==> src/rtl/i2c_target_responder.sv <==
// I2C target that ACKs SLAVE_ADDR, hands write bytes to a local sink and fetches
// read bytes from a local source, stretching SCL until the source answers.
module i2c_target_responder #(
  parameter logic [6:0] SLAVE_ADDR  = 7'h22,
  parameter int         SYNC_STAGES = 2
) (
  input  logic       clk_i,
  input  logic       rst_i,
  input  logic       scl_i,
  input  logic       sda_i,
  output logic       scl_o,
  output logic       sda_o,
  output logic       start_o,
  output logic       stop_o,
  output logic       busy_o,
  output logic [7:0] wr_data_o,
  output logic       wr_valid_o,
  output logic       rd_req_o,
  input  logic       rd_ack_i,
  input  logic [7:0] rd_data_i,
  output logic       nack_o,
  output logic [3:0] state_o
);

  typedef enum logic [3:0] {
    ST_IDLE       = 4'd0,
    ST_ADDR       = 4'd1,
    ST_ADDR_ACK   = 4'd2,
    ST_WRITE_BYTE = 4'd3,
    ST_WRITE_ACK  = 4'd4,
    ST_READ_FETCH = 4'd5,
    ST_READ_BYTE  = 4'd6,
    ST_READ_ACK   = 4'd7,
    ST_IGNORE     = 4'd8
  } state_t;

  state_t                 state;
  logic [SYNC_STAGES-1:0] scl_sync;
  logic [SYNC_STAGES-1:0] sda_sync;
  logic                   scl_d;
  logic                   sda_d;
  logic [3:0]             bit_cnt;
  logic [7:0]             shreg;
  logic                   rw;

  always_ff @(posedge clk_i) begin
    if (rst_i) begin
      scl_sync <= '1;
      sda_sync <= '1;
      scl_d    <= 1'b1;
      sda_d    <= 1'b1;
    end else begin
      scl_sync <= {scl_sync[SYNC_STAGES-2:0], scl_i};
      sda_sync <= {sda_sync[SYNC_STAGES-2:0], sda_i};
      scl_d    <= scl_sync[SYNC_STAGES-1];
      sda_d    <= sda_sync[SYNC_STAGES-1];
    end
  end

  logic       scl_s;
  logic       sda_s;
  logic       scl_rise;
  logic       scl_fall;
  logic       start_det;
  logic       stop_det;
  logic [7:0] byte_in;

  assign scl_s     = scl_sync[SYNC_STAGES-1];
  assign sda_s     = sda_sync[SYNC_STAGES-1];
  assign scl_rise  = scl_s & ~scl_d;
  assign scl_fall  = ~scl_s & scl_d;
  assign start_det = ~sda_s & sda_d & scl_s;
  assign stop_det  = sda_s & ~sda_d & scl_s;
  assign byte_in   = {shreg[6:0], sda_s};
  assign state_o   = state;

  always_ff @(posedge clk_i) begin
    if (rst_i) begin
      state      <= ST_IDLE;
      scl_o      <= 1'b1;
      sda_o      <= 1'b1;
      start_o    <= 1'b0;
      stop_o     <= 1'b0;
      busy_o     <= 1'b0;
      wr_data_o  <= 8'h00;
      wr_valid_o <= 1'b0;
      rd_req_o   <= 1'b0;
      nack_o     <= 1'b0;
      bit_cnt    <= 4'd0;
      shreg      <= 8'h00;
      rw         <= 1'b0;
    end else begin
      start_o    <= 1'b0;
      stop_o     <= 1'b0;
      wr_valid_o <= 1'b0;
      nack_o     <= 1'b0;
      if (start_det) begin
        start_o  <= 1'b1;
        busy_o   <= 1'b1;
        sda_o    <= 1'b1;
        scl_o    <= 1'b1;
        rd_req_o <= 1'b0;
        bit_cnt  <= 4'd0;
        state    <= ST_ADDR;
      end else if (stop_det) begin
        stop_o   <= 1'b1;
        busy_o   <= 1'b0;
        sda_o    <= 1'b1;
        scl_o    <= 1'b1;
        rd_req_o <= 1'b0;
        bit_cnt  <= 4'd0;
        state    <= ST_IDLE;
      end else begin
        case (state)
          ST_ADDR: if (scl_rise) begin
            shreg <= byte_in;
            if (bit_cnt == 4'd7) begin
              bit_cnt <= 4'd8;
              rw      <= byte_in[0];
              state   <= (byte_in[7:1] == SLAVE_ADDR) ? ST_ADDR_ACK : ST_IGNORE;
            end else begin
              bit_cnt <= bit_cnt + 4'd1;
            end
          end
          // Count 8 marks the low phase before the ACK bit, 9 the low phase after it.
          ST_ADDR_ACK, ST_WRITE_ACK: begin
            if (scl_rise) begin
              bit_cnt <= 4'd9;
            end else if (scl_fall) begin
              if (bit_cnt == 4'd8) begin
                sda_o <= 1'b0;
              end else begin
                sda_o   <= 1'b1;
                bit_cnt <= 4'd0;
                if (state == ST_WRITE_ACK || !rw) begin
                  state <= ST_WRITE_BYTE;
                end else begin
                  rd_req_o <= 1'b1;
                  scl_o    <= 1'b0;
                  state    <= ST_READ_FETCH;
                end
              end
            end
          end
          ST_WRITE_BYTE: if (scl_rise) begin
            shreg <= byte_in;
            if (bit_cnt == 4'd7) begin
              wr_data_o  <= byte_in;
              wr_valid_o <= 1'b1;
              bit_cnt    <= 4'd8;
              state      <= ST_WRITE_ACK;
            end else begin
              bit_cnt <= bit_cnt + 4'd1;
            end
          end
          ST_READ_FETCH: if (rd_ack_i) begin
            shreg    <= rd_data_i;
            sda_o    <= rd_data_i[7];
            rd_req_o <= 1'b0;
            state    <= ST_READ_BYTE;
          end
          // SCL is let go one cycle after the MSB is on SDA.
          ST_READ_BYTE: begin
            if (!scl_o) scl_o <= 1'b1;
            if (scl_rise) begin
              bit_cnt <= bit_cnt + 4'd1;
            end else if (scl_fall) begin
              if (bit_cnt == 4'd8) begin
                sda_o <= 1'b1;
                state <= ST_READ_ACK;
              end else begin
                sda_o <= shreg[6];
                shreg <= {shreg[6:0], 1'b0};
              end
            end
          end
          ST_READ_ACK: begin
            if (scl_rise) begin
              bit_cnt <= 4'd9;
              if (sda_s) begin
                nack_o <= 1'b1;
                state  <= ST_IGNORE;
              end
            end else if (scl_fall && bit_cnt == 4'd9) begin
              bit_cnt  <= 4'd0;
              rd_req_o <= 1'b1;
              scl_o    <= 1'b0;
              state    <= ST_READ_FETCH;
            end
          end
          default: ;
        endcase
      end
    end
  end

endmodule

==> config.mk <==
export PLATFORM = sky130hd
export DESIGN_NAME = i2c_target_responder
export DESIGN_NICKNAME = d
export VERILOG_FILES = /design/src/rtl/i2c_target_responder.sv
export SDC_FILE = /design/constraint.sdc
export NUM_CORES = 1
export LEC_CHECK = 0
export CORE_ASPECT_RATIO = 0.75
export CORE_MARGIN = 5
export CORE_UTILIZATION = 53
export CTS_CLUSTER_SIZE = 20
export DETAILED_ROUTE_END_ITERATION = 10
export PLACE_DENSITY_LB_ADDON = 0.2
export SLEW_MARGIN = 20
export SYNTH_ARGS = -nofsm -noshare
export SYNTH_HDL_FRONTEND = slang
export SYNTH_SLANG_ARGS = --single-unit
==> constraint.sdc <==
create_clock -name clk_i -period 2.7 [get_ports clk_i]
set_clock_uncertainty 0.2 [all_clocks]
set_input_delay 0.27 -clock clk_i [delete_from_list [all_inputs] [get_ports clk_i]]
set_output_delay 0.27 -clock clk_i [all_outputs]
set_load 0.01 [all_outputs]
==> results_dict.tcl <==
set metrics [dict create \
    status "finished clean" \
    fp.dieH_um 63.7 \
    hold_class "flop to flop" \
    num-fill-cells 298 \
    clk_latency_ns 0.30 \
    ctsHoldBuffers 0 \
    finalSetupTns_ns 0 \
    ff_latch_area_um2 761 \
    yosys-top-cells-area "dfxtp_1 37%, mux2i_1 7.9%, nor2_1 6.3%" \
    dr_total_vias 1876 \
    grt_util_all_layers 0.203 \
    post_cts_resized 0 \
    cts_max_path_buffers 2 \
    yosysMostFrequentCell "dfxtp_1" \
    synth_edf_count 0 \
    p_leak_nw 0.952 \
    cp.required_ns 2.69 \
    cp_cell_sequence "inv_1 > ha_1 > and3b_4 > maj3_2 > a211oi_4 > o21ai_1 > a31o_1" \
    finalHoldViolations 0 \
    avgSynthCellArea_um2 8.63 \
    synth_flop_cell "dfxtp_1" \
    detail_route.iter0.violations 248 \
    port_buffers 32 \
    syn2layout_area_growth_pct 23.8 \
    antenna_found_initial 0 \
    place_ws_ns 0.368 \
    yosysWarnings 0 \
    slowest_stage "dfxtp_1" \
    rsz0062_at_grt "no" \
    max_stage_delay_ns 0.47 \
    gp_congestion 0.945 \
    peakVddDrop_v 0.000401 \
    drive_gt1_frac 0.102 \
    initial_core_util 0.552 \
    cts-root-buf "clkbuf_8" \
    placed_area_mm2 0.00238 \
    cts_tree "built" \
    fin_crit_sh 0.878 \
    synth_seq_area_share 0.374 \
    cp_max_fo 8 \
    critical-path-top-delay-family "compound AO/OA/AOI/OAI gates" \
    dieArea_mm2 0.00519 \
    path_buf_inv 1 \
    clock_sinks 38 \
    rows 19 \
    p_per_area_mw_per_mm2 505 \
    final_area_mm2 0.00252 \
    worstSetupPathType "flop to flop" \
    synthArstFlopShare 0 \
    netlist.area_leader.share 0.374 \
    grt_pass1_vias 1696 \
    cp.arrival_ns 2.36 \
    slew_headroom 0.494 \
    h-tree-depth 2 \
    tightest_slew_ns 0.758 \
    synth.net_count 254 \
    ys_ff_latch 38 \
    coreArea_mm2 0.00368 \
    die_w_um 81.6 \
    routed_via_density 5.90 \
    grt_max_degree 23 \
    drc 0 \
    io_pins 33 \
    slew_viol_final 0 \
    drt_wl_total_mm 4.89 \
    avgRoutedWirePerCell_um 15.4 \
    syn_area_mm2 0.00204 \
    critPathLaunchType "flop" \
    nNetsFinal 283 \
    fmax_mhz 422 \
    clk_pin_slew_worst_paths_ns 0.08 \
    dr.pass1.iters 5 \
    finalWorstSetupSlack_ns 0.331 \
    period_minus_slack_ns 2.37 \
    synthCells 236 \
    gr-total-overflow 0 \
    finalPower_mw 1.27 \
    multi_input_area_mm2 0.00115 \
    maxCapViolCount 0 \
    yosysTopAreaCell "dfxtp_1" \
    grt_pass1_wl_mm 8.19 \
    cts_setup_buffers 0 \
    synth.distinct_cells 53 \
    antenna_left 0 \
    hpwlAfterDp_mm 3.53 \
    synth_common_cells "38 x dfxtp_1, 34 x nor2_1, 16 x mux2i_1" \
    setup_viol 0 \
    cts_inserted_buffers 5 \
    diodes 0 \
    end_kind "flop" \
]
==> final cells by class <==
class / count / area share
timing repair buffer: 38 / 0.145
clock buffer: 5 / 0.0273
sequential: 38 / 0.302
clock inverter: 3 / 0.0273
multi-input combinational: 172 / 0.458
tap: 52 / 0.0258
inverter: 10 / 0.0149
==> registers in the layout, summed over array words and instances, names as in the netlist, 2 cells and up <==
signal and cells:
state_o 4, sda_sync 2, shreg 7, bit_cnt 4, wr_data_o 8, scl_sync 2
==> worst reg2reg max path: stages, from the launching register on <==
cell and delay (ns):
dfxtp_1 0.47, inv_1 0.07, ha_1 0.22, and3b_4 0.23, maj3_2 0.34, a211oi_4 0.39
o21ai_1 0.12, a31o_1 0.22
==> cell usage in the layout (no fill, tap or decap), types with 6 or more instances in the layout <==
cell | synthesis | layout
dfxtp_1 | 38 | 38
nor2_1 | 34 | 34
clkdlybuf4s50_1 | 0 | 32
mux2i_1 | 16 | 16
nand2_1 | 10 | 10
a21oi_1 | 10 | 10
a211oi_1 | 10 | 10
inv_1 | 9 | 9
nor3_1 | 8 | 8
o21ai_0 | 7 | 7
or2_2 | 6 | 6
buf_4 | 1 | 6
==> report_power, final <==
part           switching [mW]  internal, mW  total (mW)
sequential             0.0148         0.572       0.587
clock                   0.219         0.370       0.589
combinational          0.0494        0.0466      0.0959
total                   0.283         0.989        1.27
==> worst paths after layout <==
path,startpoint,slack [ns],cells after the start,to
hold reg to reg,sda_sync[0],0.21,1,sda_sync[1]
hold / removal,sda_sync[0],0.21,1,sda_sync[1]
setup reg to reg,bit_cnt[0],0.33,7,bit_cnt[2]
setup / recovery,bit_cnt[0],0.33,7,bit_cnt[2]
==> metrics by stage <==
stage | util | instances | hold WS, ns
floorplan | - | 236 | 0.174
global placement | 0.647 | 310 | 0.196
detailed placement | 0.647 | 310 | 0.197
CTS | 0.684 | 318 | 0.216
global route | 0.684 | 318 | 0.251
finish | 0.684 | 318 | 0.212
==> logic make-up after synthesis <==
kind of cell	share of synthesized area
XOR/XNOR	0.00430
adder cells (fa/ha/maj)	0.0363
AO/OA/AOI/OAI	0.208
multiplexers	0.0787
buffers and inverters	0.0596
AND/OR/NAND/NOR	0.240
flip-flops	0.374
==> routing by layer <==
metal / vias to the layer above / track usage / wire length, um
met2: 72 / 0.290 / 2170
li1: 914 / - / -
met1: 883 / 0.289 / 2290
met4: 0 / 0.0570 / 68
met5: - / 0 / 0
met3: 7 / 0.0670 / 360
Note: power is estimated with default switching activity, not from simulation.
